File: config.mk
export PLATFORM = sky130hd
export DESIGN_NAME = cnt_mod_prescale
export DESIGN_NICKNAME = d
export VERILOG_FILES = /design/src/rtl/clk_pkg.sv /design/src/rtl/cnt_prescaler.sv /design/src/rtl/cnt_mod_prescale.sv
export SDC_FILE = /design/constraint.sdc
export NUM_CORES = 1
export LEC_CHECK = 0
export ABC_AREA = 1
export BUFFER_PORTS_ARGS = -buffer_cell sky130_fd_sc_hd__buf_2
export CORE_MARGIN = 1.5
export CORE_UTILIZATION = 56
export CTS_CLUSTER_SIZE = 30
export DETAILED_ROUTE_END_ITERATION = 10
export PLACE_DENSITY = 0.79
export RECOVER_POWER = 50
export SLEW_MARGIN = 10
export SYNTH_ARGS = -nofsm -noshare
export SYNTH_HDL_FRONTEND = slang
export SYNTH_SLANG_ARGS = --single-unit
File: constraint.sdc
create_clock -name in_clk -period 1.6 [get_ports in_clk]
set_clock_uncertainty 0.05 [all_clocks]
set_input_delay 0.16 -clock in_clk [delete_from_list [all_inputs] [get_ports in_clk]]
set_output_delay 0.16 -clock in_clk [all_outputs]
set_load 0.02 [all_outputs]
File: src/rtl/clk_pkg.sv
// Shared constants and direction encoding for the digital clock datapath.
// Default dividers and moduli describe the hour digit driven from a seconds prescaler.
package clk_pkg;

  localparam int SEC_PRE_DIV = 3600;
  localparam int SEC_PRE_W   = 12;
  localparam int HOUR_MOD    = 5;
  localparam int HOUR_W      = 4;

  typedef enum logic {
    DIR_DOWN = 1'b0,
    DIR_UP   = 1'b1
  } dir_e;

endpackage : clk_pkg

File: src/rtl/cnt_prescaler.sv
// Free-running divide-by-PRE_DIV prescaler; tc is a combinational terminal-count strobe
// that is valid for the cycle in which the counter wraps back to zero.
module cnt_prescaler
  import clk_pkg::*;
#(
  parameter int PRE_DIV = SEC_PRE_DIV,
  parameter int PRE_W   = SEC_PRE_W
) (
  input  logic in_clk,
  input  logic rst,
  input  logic en,
  input  logic clr,
  output logic tc
);

  localparam logic [PRE_W-1:0] CNT_LAST = PRE_W'(PRE_DIV - 1);

  logic [PRE_W-1:0] cnt_q;
  logic [PRE_W-1:0] cnt_d;

  // NOTE: every signal driven here gets a default first, so no path leaves it unassigned and no latch is inferred.
  always_comb begin
    cnt_d = cnt_q;
    tc    = 1'b0;
    if (clr) begin
      cnt_d = '0;
    end else if (en) begin
      if (cnt_q == CNT_LAST) begin
        cnt_d = '0;
        tc    = 1'b1;
      end else begin
        cnt_d = cnt_q + PRE_W'(1);
      end
    end
  end

  // NOTE: state registers use non-blocking assignments so all flops sample the same pre-edge values.
  always_ff @(posedge in_clk or posedge rst) begin
    if (rst) begin
      cnt_q <= '0;
    end else begin
      cnt_q <= cnt_d;
    end
  end

endmodule : cnt_prescaler

File: src/rtl/cnt_mod_prescale.sv
// Prescaled modulo-MOD digit counter with synchronous load, manual set-mode stepping
// and a one-cycle carry/borrow pulse for cascading into the next digit.
module cnt_mod_prescale
  import clk_pkg::*;
#(
  parameter int PRE_DIV = SEC_PRE_DIV,
  parameter int PRE_W   = SEC_PRE_W,
  parameter int MOD     = HOUR_MOD,
  parameter int W       = HOUR_W
) (
  input  logic         in_clk,
  input  logic         rst,
  input  logic         en,
  input  logic         dir,
  input  logic         load,
  input  logic [W-1:0] load_val,
  input  logic         step,
  output logic [W-1:0] q,
  output logic         tick,
  output logic         carry
);

  localparam logic [W-1:0] Q_LAST = W'(MOD - 1);

  logic         tc;
  dir_e         dir_s;
  logic [W-1:0] q_q, q_d;
  logic         tick_q, tick_d;
  logic         carry_q, carry_d;
  logic [W-1:0] q_up, q_down, q_clamped;
  logic         wrap_up, wrap_down;

  // A load restarts the prescale interval so the next tick is a full period away.
  cnt_prescaler #(
    .PRE_DIV (PRE_DIV),
    .PRE_W   (PRE_W)
  ) u_prescaler (
    .in_clk (in_clk),
    .rst    (rst),
    .en     (en),
    .clr    (load),
    .tc     (tc)
  );

  assign dir_s = dir_e'(dir);

  // Explicit compare-to-limit keeps q inside 0..MOD-1 even when MOD is not a power of two.
  assign wrap_up   = (q_q == Q_LAST);
  assign wrap_down = (q_q == '0);
  assign q_up      = wrap_up   ? '0     : q_q + W'(1);
  assign q_down    = wrap_down ? Q_LAST : q_q - W'(1);
  assign q_clamped = (load_val > Q_LAST) ? Q_LAST : load_val;

  always_comb begin
    q_d     = q_q;
    tick_d  = 1'b0;
    carry_d = 1'b0;
    if (load) begin
      q_d = q_clamped;
    end else begin
      tick_d = tc;
      if (step) begin
        // Set-mode steps never carry, so adjusting one digit leaves its neighbour alone.
        q_d = (dir_s == DIR_UP) ? q_up : q_down;
      end else if (tc) begin
        if (dir_s == DIR_UP) begin
          q_d     = q_up;
          carry_d = wrap_up;
        end else begin
          q_d     = q_down;
          carry_d = wrap_down;
        end
      end
    end
  end

  always_ff @(posedge in_clk or posedge rst) begin
    if (rst) begin
      q_q     <= '0;
      tick_q  <= 1'b0;
      carry_q <= 1'b0;
    end else begin
      q_q     <= q_d;
      tick_q  <= tick_d;
      carry_q <= carry_d;
    end
  end

  assign q     = q_q;
  assign tick  = tick_q;
  assign carry = carry_q;

endmodule : cnt_mod_prescale

==> flow_summary.ini, run 1 <==
[outcome]
outcome = completed

[synth]
synthTopCellsByCount = 55 x nand2_1, 22 x inv_1, 21 x nor2_1, 19 x nand3_1, 18 x dfrtp_1
syn_avg_cell_area_sq_um = 6.885
ys.flop_type = dfrtp_1
synth_top_area_share_pct = 36.55
syn_inst = 179
ys_ff_latch = 18
synthArstFlopShare_pct = 100.0
yosysTopAreaCell = dfrtp_1
synth_edf_count = 0
ys_warn_count = 0
syn_area_sq_um = 1232
synth_area_leaders = dfrtp_1 37%, nand2_1 17%, nand3_1 7.7%
synth-seq-area-share_pct = 36.55
synth_fp_nets = 192
synth_cell_type_count = 23
synth_most_common_cell = nand2_1

[floorplan]
pin_count = 16
die_h_um = 49.91
rows = 16
core-area_sq_um = 2022
initial_utilization_pct = 60.95
die_area_sq_um = 2491
die_x_um = 49.91

[global_route]
grt_pass1_vias = 1076
grt_usage_pct = 25.03
grt-ovfl-total = 0
grt_max_degree = 19
grt_pass1_wl_mm = 4.664
antenna_found_initial = 0

[critical_path]
worst_ep_arrival_time_ns = 1.70
r2r_start = u_prescaler.cnt_q[0]$_DFFE_PP0P_
endpoint_kind = register
required_ns = 1.80
path_class = reg2reg
reg2regPathDepth = 7
r2r-end = q[3]$_DFFE_PP0P_
critPathLaunchType = register
ff2ff_setup_slack_ns = 0.09
path_max_fanout = 6

[clocking]
clk_latency_ns = 0.30
clock-sinks = 18
cts_max_path_buffers = 2
cts_buffers = 3
root_buffer = clkbuf_4
clkTransAtPathRegs_ns = 0.11
h-tree-depth = 1
tritoncts = yes

[final_layout]
drive_above_1_share_pct = 21.89
fin_nets = 215
syn_to_final_growth_pct = 14.92
antennaDiodeCount = 0
num-fill-cells = 188
fin_cells = 228

[place]
port-buffer-count = 15
gp_congestion = 0.9024
hpwl_mm = 2.116
placed_cells = 221

[detailed_routing]
post_drt_wl_per_cell_um = 12.55
ant_nets = 0
vias = 1238
first_iter_violations = 33
first_pass_iters = 5
drc = 0
wl_mm = 2.862
viasPerCell = 5.430

[sta]
relSlewSlack_pct = 68.45
hold_ws_ns = 0.05582
finalSetupViolations = 0
period_share_pct = 94.32
worstMarginPinSlew_ns = 0.4714
drv_slew = 0
max_freq_mhz = 662.6
hold_viol = 0
fin_crit_ns = 1.509

[hold_path]
hold_depth = 2
min_from = load
hold_path_class = in2reg
whs_endpoint = tick$_DFF_PP0_

[power_and_ir_drop]
power_per_cell_area_nw_per_um2 = 768.1
peakVddDrop_mv = 0.6622
leakage_nw = 0.7531

[flow_run]
cap_violations = 0
-- worst max-delay path, cell delays in order (launching register included) --
cell	delay, ns
dfrtp_1	0.40
ha_1	0.20
nand2_2	0.12
nor2_4	0.15
nand4_2	0.23
nand2_2	0.17
nand3_2	0.07
nand2_1	0.07
-- metal layers --
layer | up-vias | part of all wire [%] | global-route usage, %
met5 | - | 0 | 0
met4 | 0 | 1.4 | 6.944
met3 | 9 | 4.9 | 3.636
met2 | 39 | 45 | 40.22
met1 | 568 | 49 | 35.16
li1 | 622 | - | -
-- repair_timing --
item,4_1_cts,5_1_grt
hold buffers,1,0
resized for setup,0,7
endpoints found under the setup margin,0,9
endpoints found under the hold margin,18,0
setup buffers,0,2
-- cell families after synthesis --
group                      synth area share (%)
and+or+nand+nor                           45.48
buffers and inverters                     8.629
DFF                                       36.55
AOI/OAI and AO/OA                         4.060
adders and majority gates                 3.046
xor gates and xnor gates                  1.422
muxes                                    0.8122
-- cell type report --
cell class              count  area (sq um)  share of cell area [%]
clock buffers               4         36.28                   2.562
flip-flops and latches     18         451.7                   31.89
inverters                  24         90.09                   6.360
multi-input cells         135         693.2                   48.94
well taps                  27         33.78                   2.385
repair buffers             20         111.4                   7.862
-- registers in the layout, summed over array words and instances (netlist names) --
register           count
carry                  1
q                      4
tick                   1
u_prescaler.cnt_q     12
-- layout by cell type, fill, tap and decap left out, types with 2 or more instances in the layout --
cell type,n
nand2_1,54
dfrtp_1,17
nor3_2,2
ha_2,2
inv_2,2
nand4_1,8
nor2_2,4
o21ai_0,4
buf_2,14
inv_1,22
nand3_1,19
buf_4,3
xor2_1,2
nand2_2,4
nor2_4,3
clkbuf_4,3
a21oi_1,5
nand3_2,2
nor2_1,19
-- per-stage QoR --
stage	worst slack, ns	TNS, ns	area, sq um	power [mW]	util, %
after floorplan	0.07133	0	1234	0.7000	-
after global placement	0.1056	0	1341	0.7764	66.34
after detailed placement	0.07137	0	1341	0.7804	66.34
after CTS	0.05186	0	1388	1.069	68.63
after global routing	-0.009833	-0.04025	1416	1.143	70.05
final	0.09082	0	1416	1.088	70.05
-- how the worst max path moves through the flow --
stage / from / cells after the start / to
final: u_prescaler.cnt_q[0]$_DFFE_PP0P_ / 7 / q[3]$_DFFE_PP0P_
after global routing: u_prescaler.cnt_q[1]$_DFFE_PP0P_ / 7 / q[3]$_DFFE_PP0P_
after CTS: q[0]$_DFFE_PP0P_ / 9 / q[0]$_DFFE_PP0P_
after detailed placement: q[0]$_DFFE_PP0P_ / 9 / q[0]$_DFFE_PP0P_
after global placement: q[0]$_DFFE_PP0P_ / 9 / q[0]$_DFFE_PP0P_
after floorplan: q[1]$_DFFE_PP0P_ / 9 / q[1]$_DFFE_PP0P_
-- report_power, final --
| group | internal (mW) | total (mW) | switching (mW) | leakage (nW) |
|---|---|---|---|---|
| sequential | 0.477 | 0.514 | 0.0367 | 0.244 |
| clock | 0.139 | 0.291 | 0.152 | 0.0210 |
| combinational | 0.112 | 0.283 | 0.171 | 0.488 |
Note: power is estimated with default switching activity, not from simulation.
==> run 2, diff against run 1 <==
CORE_UTILIZATION = 45   (was 56)
PLACE_DENSITY = 0.68   (was 0.79)
clock period = 1.2 ns   (was 1.6 ns; I/O delays follow)
==> run 2 against run 1 <==
The run now ends with negative setup slack left. Worst hold slack got worse by 0.023 ns. Count of clock-buffer cells in the layout did not move. Design area rose by 34%. Setup slack got worse by 0.32 ns. Largest cell class unchanged. Largest power group unchanged.
==> flow_summary.ini, run 2 (synthesized netlist as in run 1, its figures left out) <==
[power_and_ir_drop]
p_total_mw = 1.662
p_seq_share_pct = 41.9
clockPowerShare_pct = 19.7
leakage_nw = 0.9605
p_comb_share_pct = 38.4
power_per_cell_area_nw_per_um2 = 876.4
switching_share_pct = 35.17
internal_power_mw = 1.078
p_sw_uw = 584.7
peakVddDrop_mv = 0.8940

[final_layout]
drive_above_1_share_pct = 45.49
final_common_cell = nand2_1
antennaDiodeCount = 0
fin_util_pct = 74.53
largest_reg_flops = 12
top_register = u_prescaler.cnt_q
syn_to_final_growth_pct = 53.91
fin_nets = 247
num-fill-cells = 182
most-common-layout-cells = 48 x nand2_1, 25 x buf_4, 19 x inv_1

[critical_path]
worstPathCellList = ha_4, nand2_4, buf_6, nor2_4, nand3_1, nand2_1, nand2_1, nand2_1, nand2_1
r2r_start = u_prescaler.cnt_q[1]$_DFFE_PP0P_
r2r-end = u_prescaler.cnt_q[10]$_DFFE_PP0P_
worst_ep_arrival_time_ns = 1.58
critPathLaunchType = register
crit_slowest_cell = dfrtp_1
endpoint_kind = register
ff2ff_setup_slack_ns = -0.23
crit_path_frequent_cell = nand2_1
cp_slowest_stage_delay_ns = 0.43
required_ns = 1.35
path_max_fanout = 5
reg2regPathDepth = 9
path_class = reg2reg

[floorplan]
initial_utilization_pct = 48.43
rows = 18
die_x_um = 55.33
core-area_sq_um = 2545
die_area_sq_um = 3061
pin_count = 16
die_h_um = 55.33

[sta]
fin_crit_ns = 1.429
hold_viol = 0
rsz0062_at_grt = true
finalSetupTns_ns = -2.615
finalSetupViolations = 17
worstMarginPinSlew_ns = 0.4575
period_share_pct = 119.1
worst_slack_ns = -0.2287
hold_ws_ns = 0.03309
relSlewSlack_pct = 69.50
drv_slew = 0
max_freq_mhz = 700.0

[place]
gp_congestion = 0.9367
port-buffer-count = 15
hpwl_mm = 2.395

[detailed_routing]
first_iter_violations = 50
wl_mm = 3.911
viasPerCell = 5.418
post_drt_wl_per_cell_um = 14.87
drc = 0
first_pass_iters = 4
vias = 1425
ant_nets = 0

[outcome]
violations = negative setup slack
outcome = complete, but fails checks

[global_route]
antenna_found_initial = 0
grt_max_degree = 19
grt-ovfl-total = 0
grt_usage_pct = 24.51
grt_pass1_wl_mm = 6.037
grt_pass1_vias = 1398

[hold_path]
hold_depth = 2
min_from = load
hold_path_class = in2reg
whs_endpoint = tick$_DFF_PP0_

[clocking]
cts_buffers = 3
tritoncts = yes
clkTransAtPathRegs_ns = 0.11
cts_max_path_buffers = 2
clock-sinks = 18
h-tree-depth = 1
clk_latency_ns = 0.30
root_buffer = clkbuf_4

[flow_run]
cap_violations = 0
==> run 2: how the worst max path moves through the flow <==
stage                     depth (start not counted)                              from                                end  slack [ns]
after floorplan                                   8                  q[0]$_DFFE_PP0P_                   q[1]$_DFFE_PP0P_       -0.15
after global placement                            9                  q[0]$_DFFE_PP0P_                   q[0]$_DFFE_PP0P_       -0.19
after detailed placement                          9                  q[0]$_DFFE_PP0P_                   q[0]$_DFFE_PP0P_       -0.18
after CTS                                         8  u_prescaler.cnt_q[1]$_DFFE_PP0P_   u_prescaler.cnt_q[9]$_DFFE_PP0P_       -0.17
after global routing                              9  u_prescaler.cnt_q[0]$_DFFE_PP0P_  u_prescaler.cnt_q[10]$_DFFE_PP0P_       -0.31
final                                             9  u_prescaler.cnt_q[1]$_DFFE_PP0P_  u_prescaler.cnt_q[10]$_DFFE_PP0P_       -0.23
==> run 2: layout make-up <==
type,instances,area [sq um],area share [%]
multi-input combinational,135,878.3,46.31
inverter,24,90.09,4.749
timing repair buffer,52,409.1,21.57
sequential,18,455.4,24.01
tap,30,37.54,1.979
clock buffer,4,26.28,1.385
==> run 2: what timing repair did <==
item                                    in CTS  in global routing
resized for setup                           31                 27
pin swaps                                   14                  9
endpoints found under the hold margin       18                  0
hold buffers                                 1                  0
endpoints found under the setup margin      20                 20
setup buffers                                5                  2
==> run 2: per-layer routing <==
layer | track usage (%) | vias up | wire (um)
met5 | 0 | - | 0
met4 | 9.059 | 0 | 55
met3 | 3.279 | 6 | 232
met2 | 40.48 | 58 | 1969
met1 | 32.64 | 677 | 1653
li1 | - | 684 | -
==> run 2: power groups by stage <==
| stage | Sequential [mW] | Combinational (mW) | Clock (mW) |
|---|---|---|---|
| after detailed placement | 0.692 | 0.459 | 0 |
| after CTS | 0.688 | 0.578 | 0.327 |
| after global routing | 0.699 | 0.698 | 0.365 |
| final | 0.696 | 0.639 | 0.328 |
| after global placement | 0.690 | 0.449 | 0 |
| after floorplan | 0.714 | 0.254 | 0 |
==> run 2: stage by stage <==
| step | std cells | setup WS, ns | instance area, sq um |
|---|---|---|---|
| after detailed placement | 252 | -0.1847 | 1599 |
| after CTS | 261 | -0.1695 | 1780 |
| after floorplan | 179 | -0.1466 | 1277 |
| after global routing | 263 | -0.3100 | 1897 |
| final | 263 | -0.2287 | 1897 |
| after global placement | 252 | -0.1879 | 1599 |
==> run 2: critical path, delay by kind of cell, from the launching register on <==
kind,cells,cell delay [ns]
buffers and inverters,1,0.13
DFF,1,0.43
adders and majority gates,1,0.17
and+or+nand+nor,7,0.56
==> run 3, diff against run 2 <==
ABC_CLOCK_PERIOD_IN_PS = 1200   (was not set)
CAP_MARGIN = 30   (was not set)
SYNTH_HIERARCHICAL = 1   (was not set)
==> run 3 against run 2 <==
The flow still finishes with violations (negative setup slack). Worst hold slack improved by 0.030 ns. Sequential power up 3.2%. Wire length grew 0.49%. Global-route usage increased by 0.70 points. Highest routed layer unchanged.
==> flow_summary.ini, run 3 <==
[outcome]
outcome = complete, but fails checks
violations = negative setup slack

[sta]
relSlewSlack_pct = 67.12
finalSetupViolations = 19
worstMarginPinSlew_ns = 0.4926
hold_viol = 0
period_share_pct = 132.1
rsz0062_at_grt = true
finalSetupTns_ns = -5.662
worst_slack_ns = -0.3849
drv_slew = 0
fin_crit_ns = 1.585
max_freq_mhz = 631.0

[clocking]
cts_buffers = 3
cts_max_path_buffers = 2
h-tree-depth = 1
root_buffer = clkbuf_4
clock-sinks = 18
tritoncts = yes
clk_latency_ns = 0.31
clkTransAtPathRegs_ns = 0.12

[critical_path]
ff2ff_setup_slack_ns = -0.38
worstPathCellList = inv_1, ha_1, inv_1, nor2_1, o21ai_0, nand3_1, nand2_1, nand2_1
critPathLaunchType = register
r2r-end = q[2]$_DFFE_PP0P_
reg2regPathDepth = 8
endpoint_kind = register
path_class = reg2reg
crit_slowest_cell = dfrtp_2
required_ns = 1.36
path_max_fanout = 5
worst_ep_arrival_time_ns = 1.75
cp_slowest_stage_delay_ns = 0.38
r2r_start = q[0]$_DFFE_PP0P_

[global_route]
antenna_found_initial = 0
grt_max_degree = 13
grt-ovfl-total = 0
grt_pass1_vias = 1364
grt_usage_pct = 25.21
grt_pass1_wl_mm = 6.147

[final_layout]
most-common-layout-cells = 54 x nand2_1, 32 x buf_4, 28 x inv_1
antennaDiodeCount = 0
largest_reg_flops = 12
drive_above_1_share_pct = 37.55
fin_nets = 260
syn_to_final_growth_pct = 48.20
top_register = u_prescaler/cnt_q
final_common_cell = nand2_1
num-fill-cells = 178

[detailed_routing]
vias = 1412
wl_mm = 3.930
drc = 0
first_iter_violations = 48
first_pass_iters = 4
post_drt_wl_per_cell_um = 14.29
ant_nets = 0
viasPerCell = 5.135

[synth]
synth_top_area_share_pct = 36.00
yosysTopAreaCell = dfrtp_1
ys_ff_latch = 18
synth_cell_type_count = 21
synth_edf_count = 0
syn_area_sq_um = 1251
synth_fp_nets = 201
synth_area_leaders = dfrtp_1 36%, nand2_1 18%, inv_1 9.3%
synth_most_common_cell = nand2_1
synthArstFlopShare_pct = 100.0
synth-seq-area-share_pct = 36.00
synthTopCellsByCount = 60 x nand2_1, 31 x inv_1, 22 x nor2_1, 18 x dfrtp_1, 16 x nand3_1
ys_warn_count = 6
syn_inst = 187
ys.flop_type = dfrtp_1
syn_avg_cell_area_sq_um = 6.691

[flow_run]
cap_violations = 0

[hold_path]
whs_endpoint = q[1]$_DFFE_PP0P_
min_from = load_val[1]
hold_path_class = in2reg
hold_depth = 5

[floorplan]
pin_count = 16
die_area_sq_um = 3106
die_h_um = 55.73
die_x_um = 55.73
initial_utilization_pct = 49.16
core-area_sq_um = 2545
rows = 18

[power_and_ir_drop]
leakage_nw = 1.020
power_per_cell_area_nw_per_um2 = 917.9
peakVddDrop_mv = 0.8697

[place]
port-buffer-count = 15
hpwl_mm = 2.462
pre_cts_ws_ns = -0.3809
gp_congestion = 0.8601
[run 3: how the worst max path moves through the flow]
stage	startpoint	end
after global placement	u_prescaler/cnt_q[0]$_DFFE_PP0P_	q[1]$_DFFE_PP0P_
after CTS	u_prescaler/cnt_q[1]$_DFFE_PP0P_	q[1]$_DFFE_PP0P_
after floorplan	u_prescaler/cnt_q[1]$_DFFE_PP0P_	q[1]$_DFFE_PP0P_
after global routing	u_prescaler/cnt_q[6]$_DFFE_PP0P_	carry$_DFF_PP0_
final	q[0]$_DFFE_PP0P_	q[2]$_DFFE_PP0P_
after detailed placement	u_prescaler/cnt_q[0]$_DFFE_PP0P_	q[2]$_DFFE_PP0P_
[run 3: power breakdown]
part / internal, mW / switching [mW] / total, mW / leakage, nW
registers: 0.657 / 0.0602 / 0.718 / 0.242
clock network: 0.130 / 0.208 / 0.338 / 0.0150
logic: 0.283 / 0.364 / 0.647 / 0.763
[run 3: cell type report]
class	instances	area, sq um	share of cell area (%)
clock buffers	4	26.28	1.417
inverters	34	135.1	7.287
multi-input cells	134	789.5	42.58
flip-flops and latches	18	451.7	24.36
well taps	30	37.54	2.024
repair buffers	55	414.1	22.33
[run 3: worst max-delay path, delay by kind of cell, from the launching register on]
family                     cells  cell delay [ns]
DFF                            1             0.38
adders and majority gates      1             0.27
AOI/OAI and AO/OA              1             0.29
buffers and inverters          2             0.16
and+or+nand+nor                4             0.34
[run 3: through the flow]
stage / total power, mW / cells / hold slack, ns / util (%) / area (sq um)
6_report: 1.702 / 275 / 0.06265 / 72.86 / 1854
2_1_floorplan: 1.007 / 187 / -0.1391 / - / 1279
4_1_cts: 1.629 / 271 / 0.07368 / 69.76 / 1775
5_1_grt: 1.809 / 275 / 0.09446 / 72.86 / 1854
3_3_place_gp: 1.190 / 258 / -0.002117 / 62.34 / 1587
3_5_place_dp: 1.209 / 258 / 0.008192 / 62.34 / 1587
[run 3: repair_timing]
action,in CTS,in global routing
hold endpoints to repair,19,0
setup buffers,8,7
gates resized for setup,27,16
setup endpoints to repair,20,21
hold buffers,2,0
pin swaps,16,10
[run 3: cells by family after synthesis]
family	share of synthesized area [%]
xor gates and xnor gates	2.800
and+or+nand+nor	42.50
DFF	36.00
adders and majority gates	4.000
buffers and inverters	10.80
AOI/OAI and AO/OA	3.899
[run 3: routing by layer]
| layer | up-vias | part of all wire, % | track usage [%] |
|---|---|---|---|
| li1 | 690 | - | - |
| met1 | 659 | 43 | 32.11 |
| met2 | 52 | 49 | 42.52 |
| met3 | 11 | 5.0 | 3.488 |
| met4 | 0 | 2.8 | 10.80 |
| met5 | - | 0 | 0 |
